## src/rtl/common.sv

```systemverilog
// rtl/common.sv - shared fetch widths, NOOP encoding and prefetch defaults
package common;

    localparam int PROGRAM_ADDRESS_WIDTH = 32;
    localparam int INSTRUCTION_WIDTH     = 32;
    localparam logic [INSTRUCTION_WIDTH-1:0] NOOP = 32'h0000_0013;

    localparam int FETCH_DEPTH           = 4;
    localparam int FETCH_MAX_OUTSTANDING = 2;

    // A halfword starts a 32-bit instruction when its two low bits are both set
    function automatic logic is_full_width(input logic [15:0] half);
        return half[1:0] == 2'b11;
    endfunction

endpackage

```

## src/rtl/instruction_prefetch_if.sv

```systemverilog
// rtl/instruction_prefetch_if.sv - memory, redirect and decode-side signals of the prefetch stage
interface instruction_prefetch_if;
    import common::*;

    logic                             redirect_valid;
    logic [PROGRAM_ADDRESS_WIDTH-1:0] redirect_pc;
    logic                             mem_req_valid;
    logic                             mem_req_ready;
    logic [PROGRAM_ADDRESS_WIDTH-1:0] mem_req_addr;
    logic                             mem_rsp_valid;
    logic [INSTRUCTION_WIDTH-1:0]     mem_rsp_data;
    logic                             instr_valid;
    logic                             instr_ready;
    logic [INSTRUCTION_WIDTH-1:0]     instruction;
    logic [PROGRAM_ADDRESS_WIDTH-1:0] o_pc;
    logic                             instr_compressed;

    // Prefetch stage side
    modport master (
        input  redirect_valid, redirect_pc, mem_req_ready, mem_rsp_valid, mem_rsp_data, instr_ready,
        output mem_req_valid, mem_req_addr, instr_valid, instruction, o_pc, instr_compressed
    );

    // Memory and decode side
    modport slave (
        output redirect_valid, redirect_pc, mem_req_ready, mem_rsp_valid, mem_rsp_data, instr_ready,
        input  mem_req_valid, mem_req_addr, instr_valid, instruction, o_pc, instr_compressed
    );

endinterface

```

## src/rtl/fetch_fifo.sv

```systemverilog
// rtl/fetch_fifo.sv - DEPTH x 32 circular word buffer exposing head, head+1 and count
module fetch_fifo
    import common::*;
#(
    parameter int DEPTH = FETCH_DEPTH,
    localparam int AW = $clog2(DEPTH),
    localparam int CW = AW + 1
) (
    input  logic                         clk,
    input  logic                         rst,
    input  logic                         clear,
    input  logic                         push,
    input  logic [INSTRUCTION_WIDTH-1:0] push_data,
    input  logic                         pop,
    output logic [INSTRUCTION_WIDTH-1:0] head,
    output logic [INSTRUCTION_WIDTH-1:0] head_next,
    output logic [CW-1:0]                count
);

    logic [INSTRUCTION_WIDTH-1:0] mem [DEPTH];
    logic [AW-1:0]                rd_ptr;
    logic [AW-1:0]                wr_ptr;
    logic                         do_push;
    logic                         do_pop;

    // A push into a full buffer is only taken when a pop frees the head slot in the same cycle
    assign do_pop  = pop && (count != '0);
    assign do_push = push && ((count != CW'(DEPTH)) || do_pop);

    assign head      = mem[rd_ptr];
    assign head_next = mem[rd_ptr + AW'(1)];

    // Pointer and occupancy tracking; pointers wrap naturally at DEPTH
    always_ff @(posedge clk or negedge rst) begin
        if (!rst) begin
            rd_ptr <= '0;
            wr_ptr <= '0;
            count  <= '0;
        end else if (clear) begin
            rd_ptr <= '0;
            wr_ptr <= '0;
            count  <= '0;
        end else begin
            if (do_push) wr_ptr <= wr_ptr + AW'(1);
            if (do_pop)  rd_ptr <= rd_ptr + AW'(1);
            count <= count + CW'(do_push) - CW'(do_pop);
        end
    end

    // Word storage; contents are only meaningful below count so no reset is needed
    always_ff @(posedge clk) begin
        if (do_push && !clear) mem[wr_ptr] <= push_data;
    end

endmodule

```

## src/rtl/instruction_prefetch.sv

```systemverilog
// rtl/instruction_prefetch.sv - in-order word prefetch with queue and aligner; COMPRESSED_EN adds 16-bit support
module instruction_prefetch
    import common::*;
#(
    parameter int DEPTH = FETCH_DEPTH,
    parameter int MAX_OUTSTANDING = FETCH_MAX_OUTSTANDING,
    parameter logic [PROGRAM_ADDRESS_WIDTH-1:0] RESET_PC = '0
) (
    input  logic                   clk,
    input  logic                   rst,
    instruction_prefetch_if.master bus
);

    localparam int CW = $clog2(DEPTH) + 1;
    localparam int AW = PROGRAM_ADDRESS_WIDTH;

    logic [AW-1:0]                fetch_addr;
    logic [AW-1:0]                pc;
    logic [AW-1:0]                redirect_target;
    logic [AW-1:0]                pc_step;
    logic [CW-1:0]                outstanding;
    logic [CW-1:0]                discard;
    logic [CW-1:0]                count;
    logic [CW:0]                  in_flight;
    logic [INSTRUCTION_WIDTH-1:0] head;
    logic [INSTRUCTION_WIDTH-1:0] head_next;
    logic [INSTRUCTION_WIDTH-1:0] word;
    logic                         req_fire;
    logic                         rsp_push;
    logic                         consume;
    logic                         pop;
    logic                         avail;
    logic                         cmp;

    // Words queued plus words still owed by memory never exceed DEPTH, so a push cannot overflow
    assign in_flight         = {1'b0, outstanding} + {1'b0, count};
    assign bus.mem_req_valid = rst && (outstanding < CW'(MAX_OUTSTANDING))
                               && (in_flight < (CW+1)'(DEPTH));
    assign bus.mem_req_addr  = fetch_addr;
    assign req_fire          = bus.mem_req_valid && bus.mem_req_ready;

    assign rsp_push = bus.mem_rsp_valid && (discard == '0) && !bus.redirect_valid;
    assign consume  = bus.instr_valid && bus.instr_ready && !bus.redirect_valid;

    fetch_fifo #(.DEPTH(DEPTH)) u_fifo (
        .clk       (clk),
        .rst       (rst),
        .clear     (bus.redirect_valid),
        .push      (rsp_push),
        .push_data (bus.mem_rsp_data),
        .pop       (pop),
        .head      (head),
        .head_next (head_next),
        .count     (count)
    );

`ifdef COMPRESSED_EN
    logic        hp;
    logic [15:0] low_half;
    logic        full_width;
    logic        unused_redirect_bit;

    assign low_half            = hp ? head[31:16] : head[15:0];
    assign full_width          = is_full_width(low_half);
    assign unused_redirect_bit = bus.redirect_pc[0];

    // Pick 16-bit, aligned 32-bit or straddling 32-bit and require every half it needs
    always_comb begin
        avail = 1'b0;
        cmp   = 1'b0;
        word  = head;
        if (!full_width) begin
            avail = count != '0;
            cmp   = 1'b1;
            word  = {16'h0000, low_half};
        end else if (!hp) begin
            avail = count != '0;
        end else begin
            avail = count >= CW'(2);
            word  = {head_next[15:0], head[31:16]};
        end
    end

    // The head word is used up by any 32-bit instruction or by a 16-bit one in its upper half
    assign pop             = consume && (full_width || hp);
    assign redirect_target = {bus.redirect_pc[AW-1:1], 1'b0};
    assign pc_step         = cmp ? AW'(2) : AW'(4);

    // Halfword pointer into the head word
    always_ff @(posedge clk or negedge rst) begin
        if (!rst) begin
            hp <= RESET_PC[1];
        end else if (bus.redirect_valid) begin
            hp <= bus.redirect_pc[1];
        end else if (consume) begin
            hp <= hp ^ cmp;
        end
    end
`else
    logic unused_straddle;

    assign avail           = count != '0;
    assign cmp             = 1'b0;
    assign word            = head;
    assign pop             = consume;
    assign redirect_target = {bus.redirect_pc[AW-1:2], 2'b00};
    assign pc_step         = AW'(4);
    assign unused_straddle = ^{head_next, bus.redirect_pc[1:0]};
`endif

    assign bus.instr_valid      = avail;
    assign bus.instruction      = avail ? word : NOOP;
    assign bus.instr_compressed = avail && cmp;
    assign bus.o_pc             = pc;

    // Request bookkeeping: outstanding count, discard count for flushed responses, next fetch address
    always_ff @(posedge clk or negedge rst) begin
        if (!rst) begin
            outstanding <= '0;
            discard     <= '0;
            fetch_addr  <= {RESET_PC[AW-1:2], 2'b00};
        end else begin
            outstanding <= outstanding + CW'(req_fire) - CW'(bus.mem_rsp_valid);
            if (bus.redirect_valid) begin
                discard    <= outstanding + CW'(req_fire) - CW'(bus.mem_rsp_valid);
                fetch_addr <= {bus.redirect_pc[AW-1:2], 2'b00};
            end else begin
                if (bus.mem_rsp_valid && (discard != '0)) discard <= discard - CW'(1);
                if (req_fire) fetch_addr <= fetch_addr + AW'(4);
            end
        end
    end

    // Program counter of the instruction presented to decode
    always_ff @(posedge clk or negedge rst) begin
        if (!rst) begin
            pc <= RESET_PC;
        end else if (bus.redirect_valid) begin
            pc <= redirect_target;
        end else if (consume) begin
            pc <= pc + pc_step;
        end
    end

endmodule
```

## src/flat_wrapper.sv

```systemverilog
// flat-port wrapper written by rule: the top's interface ports become plain ports
module instruction_prefetch_flat import common::*;
#(
    parameter int DEPTH = FETCH_DEPTH,
    parameter int MAX_OUTSTANDING = FETCH_MAX_OUTSTANDING,
    parameter logic [PROGRAM_ADDRESS_WIDTH-1:0] RESET_PC = '0
)
  (clk, rst, bus_redirect_valid, bus_redirect_pc, bus_mem_req_ready, bus_mem_rsp_valid, bus_mem_rsp_data, bus_instr_ready, bus_mem_req_valid, bus_mem_req_addr, bus_instr_valid, bus_instruction, bus_o_pc, bus_instr_compressed);
  instruction_prefetch_if bus_i ();
  input  logic clk;
  input  logic rst;
  input wire logic [$bits(bus_i.redirect_valid)-1:0] bus_redirect_valid;
  input wire logic [$bits(bus_i.redirect_pc)-1:0] bus_redirect_pc;
  input wire logic [$bits(bus_i.mem_req_ready)-1:0] bus_mem_req_ready;
  input wire logic [$bits(bus_i.mem_rsp_valid)-1:0] bus_mem_rsp_valid;
  input wire logic [$bits(bus_i.mem_rsp_data)-1:0] bus_mem_rsp_data;
  input wire logic [$bits(bus_i.instr_ready)-1:0] bus_instr_ready;
  output wire logic [$bits(bus_i.mem_req_valid)-1:0] bus_mem_req_valid;
  output wire logic [$bits(bus_i.mem_req_addr)-1:0] bus_mem_req_addr;
  output wire logic [$bits(bus_i.instr_valid)-1:0] bus_instr_valid;
  output wire logic [$bits(bus_i.instruction)-1:0] bus_instruction;
  output wire logic [$bits(bus_i.o_pc)-1:0] bus_o_pc;
  output wire logic [$bits(bus_i.instr_compressed)-1:0] bus_instr_compressed;
  assign bus_i.redirect_valid = bus_redirect_valid;
  assign bus_i.redirect_pc = bus_redirect_pc;
  assign bus_i.mem_req_ready = bus_mem_req_ready;
  assign bus_i.mem_rsp_valid = bus_mem_rsp_valid;
  assign bus_i.mem_rsp_data = bus_mem_rsp_data;
  assign bus_i.instr_ready = bus_instr_ready;
  assign bus_mem_req_valid = bus_i.mem_req_valid;
  assign bus_mem_req_addr = bus_i.mem_req_addr;
  assign bus_instr_valid = bus_i.instr_valid;
  assign bus_instruction = bus_i.instruction;
  assign bus_o_pc = bus_i.o_pc;
  assign bus_instr_compressed = bus_i.instr_compressed;
  instruction_prefetch #(.DEPTH(DEPTH), .MAX_OUTSTANDING(MAX_OUTSTANDING), .RESET_PC(RESET_PC)) u_core (.clk(clk), .rst(rst), .bus(bus_i));
endmodule
```

## config.mk

```make
export PLATFORM = sky130hd
export DESIGN_NAME = instruction_prefetch_flat
export DESIGN_NICKNAME = d
export VERILOG_FILES = /design/src/rtl/common.sv /design/src/rtl/instruction_prefetch_if.sv /design/src/rtl/fetch_fifo.sv /design/src/rtl/instruction_prefetch.sv /design/src/flat_wrapper.sv
export SDC_FILE = /design/constraint.sdc
export NUM_CORES = 1
export LEC_CHECK = 0
export ABC_AREA = 1
export ABC_CLOCK_PERIOD_IN_PS = 8700
export CAP_MARGIN = 10
export CORE_UTILIZATION = 48
export DETAILED_ROUTE_END_ITERATION = 8
export HOLD_SLACK_MARGIN = 0.15
export PLACE_DENSITY = 0.77
export SLEW_MARGIN = 20
export SYNTH_ARGS = -nofsm -noshare
export SYNTH_HDL_FRONTEND = slang
export SYNTH_SLANG_ARGS = --single-unit
```

## constraint.sdc

```tcl
create_clock -name clk -period 8.7 [get_ports clk]
set_input_delay 1.74 -clock clk [delete_from_list [all_inputs] [get_ports clk]]
set_output_delay 1.74 -clock clk [all_outputs]
set_load 0.01 [all_outputs]
```

Word level (Yosys, flattened, before mapping):

Memories as Yosys holds them, arrays and structs flattened.
Index checks and enable logic that the tools add are counted.

* shift operators: 0
* $add $sub $neg: 10
* reduce and logical (&&, ||, !) cells: 21
* equality and inequality tests: 1
* multiplexer cells: 14
* order comparisons: 2
* div/mod/pow operators: 0
* multiply operators: 0
* bitwise operators: 0

Operators with widths (count)
* $mux W32: 5
* $add A32 B3 Y32 const B: 2
* $logic_and A1 B1 Y1: 11
* $reduce_bool A2 Y1: 5
* $mux W3: 3
* $mux W2: 4
* $add A3 B1 Y3: 2
* $reduce_bool A3 Y1: 2
* $sub A3 B1 Y3: 2
* $add A2 B1 Y2 const B: 2
* $add A3 B3 Y4: 1
* $lt A4 B3 Y1 const B: 1
* $logic_not A3 Y1: 1
* $lt A3 B2 Y1 const B: 1
* $ne A3 B3 Y1 const B: 1
* $sub A3 B1 Y3 const B: 1
* $mux W1: 2
* $logic_not A1 Y1: 1
* $logic_or A1 B1 Y1: 1

* bits in registers: 77
* bits in writable memories: 128
* latch bits: 0
* bits of input ports: 70
* logic and storage cells: 56
* output and inout port bits: 99
* memories: 1
* ROM bits: 0

Memory list
* u_core.u_fifo.mem: words 4, width 32, read ports 1, clocked after memory_dff 0, write ports 1, line fetch_fifo.sv:20 `logic [INSTRUCTION_WIDTH-1:0] mem [DEPTH];`

Longest topological paths before layout:

* word-level depth: 9
* mapped depth: 14
* depth with buffers taken out: 14

Modules after synthesis:

A second synthesis with hierarchy kept.

* cell total of the unflattened synthesis: 1394
* area, all modules: 11290.8 um2

Modules (own cells, without submodules)
* fetch_fifo: cells each 615, sequential area each 4018.9 um2, area an instance 6194.7 um2, instances 1
* instruction_prefetch: cells each 779, sequential area each 1651.6 um2, area an instance 5096.1 um2, instances 1

Worst setup path before layout:

OpenSTA, ideal clock, no wires.

* kind: input to register
* start point: input bus_redirect_valid
* end point: memory u_core.u_fifo.mem[0][0] (enable)
* buffers on the path: 1
* library setup time: 0.421 ns
* stages: 6
* arrival time: 3.684 ns
* setup slack: 4.595 ns
* required time: 8.279 ns
* path through: inv_2 buf_2 nand2_1 nor2_1 nand2_2 nor2_1

* cells in the longest elaborated chain, start to end: 8
* elaborated cells between the ends (all ways): 9
* classes of those cells: mux (2); reduce/logical (7)

Ends and longest elaborated chain
* start: declaration: line flat_wrapper.sv:12 `input wire logic [$bits(bus_i.redirect_valid)-1:0] bus_redirect_valid;`
* $logic_not A1 Y1 (*): line fetch_fifo.sv:52, instruction_prefetch.sv:42, instruction_prefetch.sv:43
* $logic_and A1 B1 Y1: line instruction_prefetch.sv:43 `assign consume = bus.instr_valid && bus.instr_ready && !bus.redirect_valid;`
* $logic_and A1 B1 Y1: line fetch_fifo.sv:27 `assign do_pop = pop && (count != '0);`
* $logic_or A1 B1 Y1: line fetch_fifo.sv:28 `assign do_push = push && ((count != CW'(DEPTH)) || do_pop);`
* $logic_and A1 B1 Y1: line fetch_fifo.sv:28
* $logic_and A1 B1 Y1 (*): line fetch_fifo.sv:52 `if (do_push && !clear) mem[wr_ptr] <= push_data;`
* $mux W1 (*): line fetch_fifo.sv:52
* $mux W1 (not written as such) (*): line fetch_fifo.sv:52
* end: declaration: line fetch_fifo.sv:20

Mark *: on every way between the ends. The rest lies on a longest branch, timed or not.

Final worst setup path:

* start point: register u_core.u_fifo.count[1]
* end point: output bus_instruction[4]

* cells in the longest elaborated chain, start to end: 2

Ends and longest elaborated chain
* start: declaration: line fetch_fifo.sv:17 `output logic [CW-1:0] count`
* start signal: assignment: line fetch_fifo.sv:46 `count <= count + CW'(do_push) - CW'(do_pop);`
* $reduce_bool A3 Y1: line instruction_prefetch.sv:102 `assign avail = count != '0;`
* $mux W32: line instruction_prefetch.sv:112 `assign bus.instruction = avail ? word : NOOP;`
* end: declaration: line flat_wrapper.sv:21 `output wire logic [$bits(bus_i.instruction)-1:0] bus_instruction;`

Every way passes these cells.

==> out/qor.yml <==
status:
  status: "finished clean"
final_layout:
  final_util: 0.617
  drive_above_1_share: 0.0747
  design.final.nets: 1343
  diodes: 0
  finalNonFillerCells: 1542
  area_delta_synth_final_pct: 25.0
  fillers: 1616
cts:
  root_buffer: "clkbuf_16"
  clock_latency_ns: 0.51
  cts_tree: "built"
  clk_pin_slew_ns: 0.06
  cts.repair.resized: 0
  htree_levels: 1
  clock-sinks: 201
  cts_buffer_depth: 3
  cts_buffers: 22
  post_cts_buffers: 0
  cts_hold_buf: 0
route:
  drc: 0
  totalWireLength_mm: 25.6
  first_iter_violations: 499
  first_pass_iters: 5
  antenna_left: 0
  wire_per_inst_um: 16.6
  via_per_inst: 5.35
  num_vias: 8246
floorplan:
  initial_core_util: 0.493
  die_area_mm2: 0.0215
  row_count: 52
  die_width_um: 147
  core_mm2: 0.0204
  ios: 169
  die_y_um: 147
logic_synthesis:
  synth_compound_area_frac: 0.0913
  ys.flop_type: "edfxtp_1"
  synth_fa_ha_area_frac: 0.0227
  synth-edff-count: 128
  seq_area_frac_synth: 0.565
  syn_inst: 1102
  synth-warning-count: 0
  synthTopCellsByArea: "edfxtp_1, dfrtp_1, nand2_1"
  yosysMostFrequentCell: "nand2_1"
  muxShareOfSynthArea: 0
  synth_seq_cells: 201
  synth_top_family_by_area: "simple AND/OR/NAND/NOR gates"
  post-synth-top-area-fraction: 0.383
  synth-simple-area-share: 0.239
  synth_common_cells: "nand2_1, nor2_1, edfxtp_1"
  synth_cell_types: 42
  yosysTopAreaCell: "edfxtp_1"
  async_flop_share: 0.363
  synthXorXnorAreaFrac: 0.0209
  avgSynthCellArea_um2: 9.11
  synth.cell_area_mm2: 0.0100
sta:
  setup_viol: 0
  max_freq_ghz: 0.218
  timing.hold.ws_ns: 0.549
  slew_headroom: 0.342
  finalHoldViolCount: 0
  period_needed_ns: 4.58
  worst_slew_pin_slew_ns: 0.985
  fin_crit_sh: 0.526
  tns_ns: 0
  rsz0062_at_grt: "false"
  slew_violations: 0
  skew_ns: 0.0140
setup_path:
  arrival_ns: 2.84
  crit_slowest_cell: "clkdlybuf4s50_1"
  endpoint_kind: "output port"
  cp.required_ns: 6.96
  crit_chain: "inv_1, nand2_2, nor2_4, inv_2, o311ai_0, clkdlybuf4s50_1"
  path_max_fanout: 30
  worst_path_largest_cell_delay_ns: 0.66
  critPathKind: "flop to output port"
  cp-start-kind: "flop"
grt:
  grt_pass1_wl_mm: 40.6
  grt_max_degree: 66
  grt_pass1_vias: 7955
  grt_use_total: 0.239
  gr-total-overflow: 0
  antenna_found_initial: 0
place:
  gp_congestion: 0.927
  numPortBuffers: 161
  hpwlAfterDp_mm: 17.0
  placed_cells: 1502
power_and_ir_drop:
  ir_drop_v: 0.000135
  p_leak_nw: 4.98
  cellPowerDensity_mw_per_mm2: 257
  total_power_w: 0.00323
min_path:
  min_path_type: "flop to flop"
flow_run:
  drv_cap: 0
==> report_power, final <==
| group | leakage, nW | internal, W | total (W) | switching [W] |
|---|---|---|---|---|
| clock network | 0.348 | 0.000530 | 0.000918 | 0.000388 |
| logic | 2.59 | 0.000469 | 0.00107 | 0.000602 |
| registers | 2.04 | 0.00112 | 0.00124 | 0.000123 |
==> path summary, 6_finish.rpt <==
kind	from	end	slack (ns)	cells past startpoint
setup / recovery	u_core.u_fifo.count[1]$_DFF_PN0_	bus_instruction[4]	4.12	6
max in group asynchronous	rst	u_core.u_fifo.rd_ptr[0]$_DFFE_PN0P_	6.56	2
setup reg to reg	u_core.u_fifo.count[1]$_DFF_PN0_	u_core.u_fifo.count[2]$_DFF_PN0_	5.47	14
hold reg to reg	u_core.u_fifo.wr_ptr[0]$_DFFE_PN0P_	u_core.u_fifo.wr_ptr[0]$_DFFE_PN0P_	0.55	1
min in group asynchronous	rst	u_core.bus.mem_req_addr[3]$_DFFE_PN0N_	1.08	1
hold / removal	u_core.u_fifo.wr_ptr[0]$_DFFE_PN0P_	u_core.u_fifo.wr_ptr[0]$_DFFE_PN0P_	0.55	1
==> flip-flops by register name (all words and copies together) (netlist names) <==
name,count
u_core.u_fifo.mem,128
u_core.bus.mem_req_addr,30
u_core.bus.o_pc,30
u_core.discard,3
u_core.outstanding,3
u_core.u_fifo.count,3
u_core.u_fifo.rd_ptr,2
u_core.u_fifo.wr_ptr,2
==> layout make-up <==
| type | instances | area (um2) | area share |
|---|---|---|---|
| clock buffers | 29 | 607 | 0.0483 |
| clock inverters | 11 | 116 | 0.00927 |
| inverters | 97 | 364 | 0.0290 |
| multi-input cells | 764 | 3790 | 0.302 |
| flip-flops and latches | 201 | 5670 | 0.452 |
| well taps | 270 | 338 | 0.0269 |
| repair buffers | 170 | 1670 | 0.133 |
==> layer usage <==
layer / GRT usage / vias up / share of wire / routed length [um]
met5: 0 / - / 0 / 0
met3: 0.0447 / 58 / 0.076 / 1940
met2: 0.400 / 326 / 0.49 / 12500
li1: - / 3951 / - / -
met1: 0.307 / 3911 / 0.40 / 10300
met4: 0.0911 / 0 / 0.034 / 862
==> per-stage QoR <==
stage                     instance area (um2)  setup slack (ns)
after floorplan                         10100              4.59
after global placement                  11800              4.12
after detailed placement                11800              4.13
after CTS                               12600              4.08
after global routing                    12600              3.92
final                                   12600              4.12
==> worst max-delay path, delay by kind of cell (launching register included) <==
kind	cells	cell delay (ns)
buffers and inverters	3	0.96
and+or+nand+nor	2	0.73
DFF	1	0.45
AOI/OAI and AO/OA	1	0.19
==> cell usage in the layout (no fill, tap or decap), types with 2 or more instances in the layout <==
cell             instances
clkbuf_16               22
o311ai_0                 3
clkbuf_1                 4
inv_1                   90
nand2_4                  4
fa_1                     2
nand3_1                 63
nor3_1                  10
clkinv_4                 2
o21ai_0                 97
a21oi_2                  2
o21ai_1                  4
nor2_1                 196
buf_4                   10
nor2_4                  10
clkdlybuf4s50_1        159
nor3_4                   2
a31oi_1                  3
xnor2_1                  4
nand4_1                  7
and3_1                   2
conb_1                   5
ha_1                    15
nor2_2                   9
o211ai_1                13
nand2_2                  8
inv_6                    2
inv_2                    7
nand3_2                  4
nand2_1                228
clkinvlp_4               2
edfxtp_1               128
xor2_1                  20
o21bai_1                 5
clkbuf_8                 3
dfrtp_1                 72
a21oi_1                 40
==> logic make-up (layout without fill, tap and decap cells) <==
kind of cell	Yosys count	count (layout)
AND/OR/NAND/NOR	549	549
buffers and inverters	141	307
other	1	5
adder cells (fa/ha/maj)	17	17
AO/OA/AOI/OAI	169	169
XOR/XNOR	24	24
flip-flops	201	201
(Power assumes the default switching activity.)
